[src/rtl/branch_resolve_ctrl_pkg.sv]
// Shared types and constants for the branch resolve controller: FSM states,
// predicted/actual outcome codes and the predictor index width.
package branch_resolve_ctrl_pkg;

  localparam int IDX_W = 4;

  typedef enum logic [1:0] {
    ST_IDLE    = 2'd0,
    ST_FLUSH   = 2'd1,
    ST_RECOVER = 2'd2
  } brc_state_t;

  localparam logic [1:0] PA_NT_NT = 2'b00;
  localparam logic [1:0] PA_NT_T  = 2'b01;
  localparam logic [1:0] PA_T_NT  = 2'b10;
  localparam logic [1:0] PA_T_T   = 2'b11;

  function automatic logic is_mispredict(input logic [1:0] pa);
    return (pa == PA_NT_T) || (pa == PA_T_NT);
  endfunction

endpackage

[src/rtl/branch_resolve_ctrl_fifo.sv]
// brc_fifo: in-order queue of {index, pred} for in-flight branches.
// Pointers wrap modulo DEPTH (power of two); clear empties the queue.
module brc_fifo
  import branch_resolve_ctrl_pkg::*;
#(
  parameter int DEPTH = 4
) (
  input  logic           Clock,
  input  logic           Reset,
  input  logic           push,
  input  logic [IDX_W:0] push_data,
  input  logic           pop,
  input  logic           clear,
  output logic [IDX_W:0] head_data,
  output logic           full,
  output logic           empty
);

  localparam int AW = (DEPTH > 1) ? $clog2(DEPTH) : 1;

  logic [IDX_W:0] mem [DEPTH];
  logic [AW-1:0]  wr_ptr;
  logic [AW-1:0]  rd_ptr;
  logic [AW:0]    count;
  logic           do_push;
  logic           do_pop;

  assign empty     = (count == '0);
  assign full      = (count == (AW+1)'(DEPTH));
  assign do_pop    = pop && !empty;
  // A pop frees the slot the simultaneous push lands in, so full does not block it.
  assign do_push   = push && (!full || do_pop);
  assign head_data = mem[rd_ptr];

  always_ff @(posedge Clock) begin
    if (Reset || clear) begin
      wr_ptr <= '0;
      rd_ptr <= '0;
      count  <= '0;
    end else begin
      if (do_push) wr_ptr <= wr_ptr + 1'b1;
      if (do_pop)  rd_ptr <= rd_ptr + 1'b1;
      unique case ({do_push, do_pop})
        2'b10:   count <= count + 1'b1;
        2'b01:   count <= count - 1'b1;
        default: count <= count;
      endcase
    end
  end

  always_ff @(posedge Clock) begin
    if (do_push && !clear) mem[wr_ptr] <= push_data;
  end

endmodule

[src/rtl/branch_resolve_ctrl.sv]
// branch_resolve_ctrl: tracks in-flight predicted branches, strobes predictor
// updates and flushes/redirects fetch on a mispredict. BRC_STATS_EN adds Mispredict_count.
module branch_resolve_ctrl
  import branch_resolve_ctrl_pkg::*;
#(
  parameter int DEPTH        = 4,
  parameter int FLUSH_CYCLES = 2
) (
  input  logic             Clock,
  input  logic             Reset,
  input  logic             Issue_valid,
  input  logic [IDX_W-1:0] Issue_index,
  input  logic             Issue_pred,
  output logic             Issue_ready,
  input  logic             Resolve_valid,
  input  logic             Resolve_taken,
  input  logic [31:0]      Resolve_pc,
  output logic             Upd_valid,
  output logic [IDX_W-1:0] Upd_index,
  output logic [1:0]       Pred_actual,
  output logic             Flush,
  output logic             Redirect_valid,
  output logic [31:0]      Redirect_pc,
  output logic             Busy
`ifdef BRC_STATS_EN
  ,
  output logic [15:0]      Mispredict_count
`endif
);

  brc_state_t     state;
  brc_state_t     state_nxt;
  logic [3:0]     flush_cnt;
  logic           flush_done;
  logic [IDX_W:0] head_data;
  logic [IDX_W-1:0] head_idx;
  logic           head_pred;
  logic           full;
  logic           empty;
  logic           push;
  logic           pop;
  logic           mispredict;

  logic             upd_vld_p1;
  logic [IDX_W-1:0] upd_idx_p1;
  logic [1:0]       pa_p1;
  logic             redir_vld_p1;
  logic [31:0]      redir_pc_p1;

  assign head_idx   = head_data[IDX_W:1];
  assign head_pred  = head_data[0];
  assign push       = Issue_valid && Issue_ready;
  assign pop        = (state == ST_IDLE) && Resolve_valid && !empty;
  assign mispredict = pop && is_mispredict({head_pred, Resolve_taken});
  assign flush_done = (flush_cnt == 4'(FLUSH_CYCLES - 1));

  brc_fifo #(.DEPTH(DEPTH)) u_fifo (
    .Clock     (Clock),
    .Reset     (Reset),
    .push      (push),
    .push_data ({Issue_index, Issue_pred}),
    .pop       (pop),
    .clear     (mispredict),
    .head_data (head_data),
    .full      (full),
    .empty     (empty)
  );

  always_ff @(posedge Clock) begin
    if (Reset) begin
      state     <= ST_IDLE;
      flush_cnt <= '0;
    end else begin
      state     <= state_nxt;
      flush_cnt <= (state == ST_FLUSH) ? flush_cnt + 4'd1 : 4'd0;
    end
  end

  always_comb begin
    state_nxt = state;
    unique case (state)
      ST_IDLE:    if (mispredict) state_nxt = ST_FLUSH;
      ST_FLUSH:   if (flush_done) state_nxt = ST_RECOVER;
      ST_RECOVER: state_nxt = ST_IDLE;
      default:    state_nxt = ST_IDLE;
    endcase
  end

  always_comb begin
    Issue_ready = (state == ST_IDLE) && (!full || Resolve_valid);
    Flush       = (state == ST_FLUSH);
    Busy        = !empty || (state != ST_IDLE);
  end

  // Stage p1: resolve results registered one cycle after Resolve_valid.
  always_ff @(posedge Clock) begin
    if (Reset) begin
      upd_vld_p1   <= 1'b0;
      upd_idx_p1   <= '0;
      pa_p1        <= PA_NT_NT;
      redir_vld_p1 <= 1'b0;
      redir_pc_p1  <= '0;
    end else begin
      upd_vld_p1   <= pop;
      redir_vld_p1 <= mispredict;
      if (pop) begin
        upd_idx_p1 <= head_idx;
        pa_p1      <= {head_pred, Resolve_taken};
      end
      if (mispredict) redir_pc_p1 <= Resolve_pc;
    end
  end

  assign Upd_valid      = upd_vld_p1;
  assign Upd_index      = upd_idx_p1;
  assign Pred_actual    = pa_p1;
  assign Redirect_valid = redir_vld_p1;
  assign Redirect_pc    = redir_pc_p1;

`ifdef BRC_STATS_EN
  logic [15:0] mis_cnt_p1;

  function automatic logic [15:0] sat_inc16(input logic [15:0] v);
    return (v == 16'hFFFF) ? v : v + 16'd1;
  endfunction

  always_ff @(posedge Clock) begin
    if (Reset)           mis_cnt_p1 <= '0;
    else if (mispredict) mis_cnt_p1 <= sat_inc16(mis_cnt_p1);
  end

  assign Mispredict_count = mis_cnt_p1;
`endif

endmodule

[config.mk]
export PLATFORM = sky130hd
export DESIGN_NAME = branch_resolve_ctrl
export DESIGN_NICKNAME = d
export VERILOG_FILES = /design/src/rtl/branch_resolve_ctrl_pkg.sv /design/src/rtl/branch_resolve_ctrl_fifo.sv /design/src/rtl/branch_resolve_ctrl.sv
export SDC_FILE = /design/constraint.sdc
export NUM_CORES = 1
export LEC_CHECK = 0
export CAP_MARGIN = 15
export CORE_MARGIN = 2
export CORE_UTILIZATION = 41
export DETAILED_ROUTE_END_ITERATION = 7
export GPL_TIMING_DRIVEN = 0
export PLACE_DENSITY = 0.75
export SLEW_MARGIN = 15
export SYNTH_ARGS = -nofsm -noshare
export SYNTH_HDL_FRONTEND = slang
export SYNTH_SLANG_ARGS = --single-unit
[constraint.sdc]
create_clock -name Clock -period 2.35 [get_ports Clock]
set_clock_uncertainty 0.05 [all_clocks]
set_input_delay 0.47 -clock Clock [delete_from_list [all_inputs] [get_ports Clock]]
set_output_delay 0.47 -clock Clock [all_outputs]
set_load 0.005 [all_outputs]
==> results of run 1 <==
[layout by cell type, fill, tap and decap left out, types with 2 or more instances in the layout]
master and n:
xor2_1 4, clkbuf_8 9, nor2b_1 2, buf_2 2, clkbuf_1 2, mux4_2 2
clkdlybuf4s50_1 83, edfxtp_1 20, nand2_1 12, xnor2_1 4, mux4_1 3, clkinv_2 2
buf_6 4, ha_1 7, dfxtp_1 55, clkinvlp_4 2, a22o_1 32, nand2b_1 2
a21oi_1 8, buf_4 4, nor2_1 15, inv_1 6, and2_1 4
[worst max-delay path, stage by stage, from the launching register on]
cell and delay (ns):
dfxtp_1 0.35, or3_1 0.43, nand2b_1 0.19, clkdlybuf4s50_1 0.45
[flip-flops by register name (all words and copies together), names as in the netlist, named ones only]
signal and cells:
u_fifo.count 3, flush_cnt 4, Redirect_pc 32, Redirect_valid 1
Pred_actual 2, u_fifo.mem 20, Upd_valid 1, u_fifo.rd_ptr 2
state 2, u_fifo.wr_ptr 2, Upd_index 4
[layer usage]
metal | share of wire [%] | GRT usage (%) | routed length (µm)
met2 | 47 | 26.0 | 2680
met4 | 1.5 | 6.49 | 84
met5 | 0 | 0 | 0
met3 | 7.8 | 5.74 | 448
met1 | 44 | 20.8 | 2500
[where the power goes]
| group | internal [W] | leakage, nW | switching [W] |
|---|---|---|---|
| Clock | 0.000493 | 0.0966 | 0.000481 |
| Sequential | 0.00159 | 0.629 | 0.000133 |
| Combinational | 0.000733 | 0.720 | 0.000562 |
[repair_timing]
| item | 4_1_cts | 5_1_grt |
|---|---|---|
| cloned | 0 | 0 |
| setup buffers | 3 | 0 |
| setup endpoints to repair | 2 | 3 |
| gates resized for setup | 1 | 4 |
[through the flow]
| step | TNS, ns | utilization, % | setup slack (ns) | cell area (µm²) |
|---|---|---|---|---|
| 6_report | 0 | 61.0 | 0.0703 | 3870 |
| 5_1_grt | 0 | 61.0 | 0.0169 | 3870 |
| 4_1_cts | 0 | 60.7 | 0.0214 | 3850 |
| 3_5_place_dp | -6.46 | 57.3 | -0.768 | 3640 |
| 3_3_place_gp | -5.87 | 57.3 | -0.724 | 3640 |
| 2_1_floorplan | 0 | - | 0.0128 | 2700 |
[cells by family after synthesis]
group / after synthesis / share of synthesized area (%)
flops: 75 / 63.0
simple gates: 45 / 8.53
compound gates: 43 / 12.7
buf+inv: 16 / 3.57
xor+xnor: 9 / 3.20
fa+ha+maj: 8 / 3.99
mux: 6 / 4.96
[path summary, 6_finish.rpt]
check | end | from
worst max register to register | u_fifo.count[1] | u_fifo.count[0]
worst min register to register | Pred_actual[0] | Pred_actual[0]
worst max-delay path | Busy | u_fifo.count[0]
worst min-delay path | Pred_actual[0] | Pred_actual[0]
[layout make-up]
type                            instances  area, µm²
Fill cell                             505       2480
Buffer                                  8       66.3
Timing Repair Buffer                   87        866
Tap cell                               77       96.3
Clock inverter                          6       65.1
Clock buffer                           10        128
Inverter                                7       30.0
Multi-Input combinational cell        111        918
Sequential cell                        75       1700
==> results.py, run 1 <==
metrics = {
    "detailed_routing": {
        "wirelength_mm": 5.71,
        "drtPass1Iterations": 4,
        "routedWlPerCell_um": 15.0,
        "ant_nets": 0,
        "routed_via_density": 5.03,
        "drt-initial-drc-count": 64,
        "vias": 1917,
        "drc": 0,
    },
    "cts": {
        "clockBufferDepth": 2,
        "cts_buffers": 9,
        "cts_tree": "done",
        "clk_latency_ns": 0.35,
        "path_clk_slew_ns": 0.07,
        "cts.sinks": 75,
        "ctsHoldBuffers": 0,
        "cts_root_buf": "clkbuf_8",
        "htree_num_levels": 3,
    },
    "timing": {
        "worst_slew_pin_slew_ns": 0.475,
        "fin_crit_sh_pct": 97.0,
        "slew_viol_final": 0,
        "relSlewSlack_pct": 68.3,
        "rsz0062_at_grt": "false",
        "whs_ns": 0.406,
        "max_freq_mhz": 439,
        "finalSetupViolCount": 0,
        "hold_viol": 0,
        "fin_crit_ns": 2.28,
    },
    "synthesis": {
        "yosys.cell_types.count": 34,
        "synthTopCellsByCount": "dfxtp_1 (55), a22o_1 (32), edfxtp_1 (20), nor2_1 (16), nand2_1 (12)",
        "yosys_warnings": 0,
        "yosysSeqAreaShare_pct": 63.0,
        "synth_top_cell_by_area": "dfxtp_1",
        "synth-seq-cells": 75,
        "postSynthCellCount": 202,
        "synth-main-ff-cell": "dfxtp_1",
        "syn-num-nets": 252,
        "synth_edf_count": 20,
        "syn_area_um2": 2700,
        "synth_most_common_cell": "dfxtp_1",
        "synth_area_leaders": "dfxtp_1 (41%), edfxtp_1 (22%), a22o_1 (10%)",
        "avgSynthCellArea_um2": 13.4,
        "async_flop_share_pct": 0,
        "synthDominantCellAreaShare_pct": 40.8,
    },
    "cells_and_area": {
        "fin_nets": 349,
        "area_delta_synth_final_pct": 43.4,
        "drive_above_1_share_pct": 11.2,
        "finalNonFillerCells": 381,
        "n_antenna_cell": 0,
    },
    "critical_path": {
        "critPathKind": "register to output pin",
        "worstPathArrival_ns": 1.76,
        "worstPathMaxFanout": 4,
        "regToRegSetupSlack_ns": 0.18,
        "startpoint_type": "register",
        "worst_r2r_path_depth": 9,
        "worstPathRequired_ns": 1.83,
        "cp-end-kind": "output pin",
    },
    "place": {
        "hpwl_mm": 4.14,
        "globalplace.congestion": 0.764,
        "io_buffer_count": 84,
        "dp.cells": 363,
    },
    "die": {
        "dieWidth_um": 85.2,
        "row_count": 29,
        "die_area_um2": 7250,
        "fp.coreArea_um2": 6350,
        "initial_utilization_pct": 42.5,
        "io_pins": 85,
        "die_h_um": 85.2,
    },
    "grt": {
        "grt_max_degree": 14,
        "antenna_found_initial": 0,
        "grt_pass1_vias": 1883,
        "grt_use_total_pct": 16.5,
        "grt_overflow": 0,
        "grt_pass1_wl_mm": 9.11,
    },
    "run": {
        "cap_viol_max_count": 0,
    },
    "power_and_ir_drop": {
        "p_leak_nw": 1.45,
        "peakVddDrop_mv": 0.523,
        "totalPowerFinal_w": 0.00399,
        "power_density_nw_per_um2": 1030,
    },
    "run_status": {
        "status": "finished, final reports clean",
    },
    "hold_path": {
        "hp-class": "register to register",
        "hold_depth": 2,
    },
}
Power figures use the tool's default switching activity.
==> inputs of run 2 (changes only) <==
--- a/config.mk
+++ b/config.mk
@@ -5,8 +5,8 @@
 export SDC_FILE = /design/constraint.sdc
 export NUM_CORES = 1
 export LEC_CHECK = 0
-export CAP_MARGIN = 15
-export CORE_MARGIN = 2
+export CAP_MARGIN = 20
+export CORE_MARGIN = 3
 export CORE_UTILIZATION = 41
 export DETAILED_ROUTE_END_ITERATION = 7
 export GPL_TIMING_DRIVEN = 0
==> run 2 against run 1 <==
- register-to-register slack lost 0.02 ns
- combinational power is essentially flat
- die area grew 4.8%
- first-iteration DRC count shrank 4.7%
- critical path type unchanged
- cell area grew 0.23%
- wire length grew 2.9%
- via count shrank 2.5%
- power grew 2.5%
==> results.py, run 2 (synthesis results as in run 1) <==
metrics = {
    "place": {
        "dp.cells": 361,
        "dp_slack_ns": -0.754,
        "globalplace.congestion": 0.702,
        "io_buffer_count": 84,
        "hpwl_mm": 4.11,
    },
    "cells_and_area": {
        "largest_register_ffs": 32,
        "final_common_cell": "clkdlybuf4s50_1",
        "drive_above_1_share_pct": 10.6,
        "n_antenna_cell": 0,
        "fin_nets": 348,
        "finalNonFillerCells": 378,
        "layout_common_cells": "clkdlybuf4s50_1 (83), dfxtp_1 (53), a22o_1 (32)",
        "area_delta_synth_final_pct": 43.7,
    },
    "cts": {
        "cts_root_buf": "clkbuf_8",
        "htree_num_levels": 3,
        "path_clk_slew_ns": 0.07,
        "cts.sinks": 75,
        "cts_tree": "done",
        "ctsHoldBuffers": 0,
        "clockBufferDepth": 2,
        "cts_buffers": 9,
        "clk_latency_ns": 0.34,
    },
    "timing": {
        "setup-tns-final_ns": 0,
        "finalSetupViolCount": 0,
        "max_freq_mhz": 448,
        "slew_viol_final": 0,
        "relSlewSlack_pct": 68.7,
        "worst_slew_pin_slew_ns": 0.470,
        "fin_crit_sh_pct": 94.9,
        "setup_ws_ns": 0.120,
        "hold_viol": 0,
        "fin_crit_ns": 2.23,
    },
    "critical_path": {
        "startpoint_type": "register",
        "max_stage_delay_ns": 0.44,
        "worstPathArrival_ns": 1.71,
        "cp_slowest_cell": "clkdlybuf4s50_1",
        "crit_chain": "or3_4 > nand2b_1 > clkdlybuf4s50_1",
        "worstPathRequired_ns": 1.83,
        "critPathKind": "register to output pin",
        "critPathTopFamily": "simple AND/OR/NAND/NOR gates",
        "worstPathMaxFanout": 3,
        "crit_buf_inv": 1,
        "cp-end-kind": "output pin",
    },
    "power_and_ir_drop": {
        "power_density_nw_per_um2": 1060,
        "intPower_w": 0.00293,
        "switching_power_w": 0.00116,
        "seqPwrFrac_pct": 42.4,
        "p_leak_nw": 1.45,
        "combPwrFrac_pct": 31.8,
        "pwr-share-clk_pct": 25.8,
        "peakVddDrop_mv": 0.563,
        "swShare_pct": 28.4,
    },
    "hold_path": {
        "hp-class": "register to register",
    },
    "die": {
        "fp.coreArea_um2": 6130,
        "row_count": 28,
        "die_h_um": 87.2,
        "die_area_um2": 7600,
        "initial_utilization_pct": 44.0,
        "dieWidth_um": 87.2,
        "io_pins": 85,
    },
    "detailed_routing": {
        "drt-initial-drc-count": 61,
        "routed_via_density": 4.94,
        "drtPass1Iterations": 4,
        "drc": 0,
        "routedWlPerCell_um": 15.6,
        "route.met3.wl_um": 517,
        "topRoutingLayerUsed": "met4",
        "ant_nets": 0,
        "wirelength_mm": 5.88,
        "vias": 1869,
        "wl_met2_mm": 2.77,
        "m1WireLength_mm": 2.52,
    },
    "run_status": {
        "status": "finished, final reports clean",
    },
    "grt": {
        "antenna_found_initial": 0,
        "grt_use_total_pct": 15.9,
        "grt_pass1_wl_mm": 9.23,
        "grt_overflow": 0,
        "grt_max_degree": 13,
        "grt_pass1_vias": 1854,
    },
    "run": {
        "cap_viol_max_count": 0,
    },
}
==> run 2: changes by cell type in the layout (fill, tap and decap cells not counted), moves of 2 or more <==
cell,change
buf_4,-2
clkinvlp_4,-2
dfxtp_1,-2
dfxtp_2,+2
==> run 2: final timing paths <==
check,start,endpoint,slack (ns),depth (start not counted)
max,u_fifo.count[2],Busy,0.12,3
min,Pred_actual[0],Pred_actual[0],0.41,2
max reg2reg,u_fifo.count[2],u_fifo.count[2],0.16,11
min reg2reg,Pred_actual[0],Pred_actual[0],0.41,2
==> run 2: layout make-up <==
class	count	area [µm²]
clock inverters	5	77.6
plain buffers	9	77.6
well taps	75	93.8
fillers	484	2250
inverters	7	26.3
clock buffers	11	131
multi-input cells	111	922
repair buffers	85	847
flip-flops and latches	75	1700
==> run 2: metrics by stage <==
step / area, µm² / util (%) / hold WS [ns] / power [W]
finish: 3880 / 63.3 / 0.410 / 0.00409
CTS: 3860 / 63.0 / 0.413 / 0.00410
global placement: 3630 / 59.3 / 0.394 / 0.00298
detailed placement: 3630 / 59.3 / 0.405 / 0.00301
global route: 3880 / 63.3 / 0.444 / 0.00433
floorplan: 2700 / - / 0.383 / 0.00243
==> run 2: layer usage <==
metal	vias up	track usage, %
met5	-	0
met4	0	7.11
met3	9	4.07
met2	82	25.3
met1	861	20.5
li1	917	-
==> run 2: power groups by stage <==
stage          Sequential, W  Clock, W  Combinational [W]
3_5_place_dp         0.00175         0            0.00126
2_1_floorplan        0.00174         0           0.000690
5_1_grt              0.00176   0.00113            0.00144
4_1_cts              0.00173   0.00108            0.00129
6_report             0.00173   0.00106            0.00130
3_3_place_gp         0.00174         0            0.00124
==> run 2: worst reg2reg max path, cell delays in order, from the launching register on <==
cell     delay (ns)
dfxtp_1        0.39
or3_4          0.17
nand3_4        0.13
inv_1          0.14
buf_6          0.15
ha_1           0.19
inv_1          0.06
fa_1           0.37
xor2_1         0.15
nor2_1         0.11
xnor2_1        0.13
nor2_1         0.05
==> run 2: repair_timing <==
| item | CTS | global route |
|---|---|---|
| resized for setup | 5 | 6 |
| hold endpoints to repair | 0 | 0 |
| endpoints found under the setup margin | 2 | 2 |
| setup buffers | 1 | 0 |
| pin swaps | 1 | 0 |
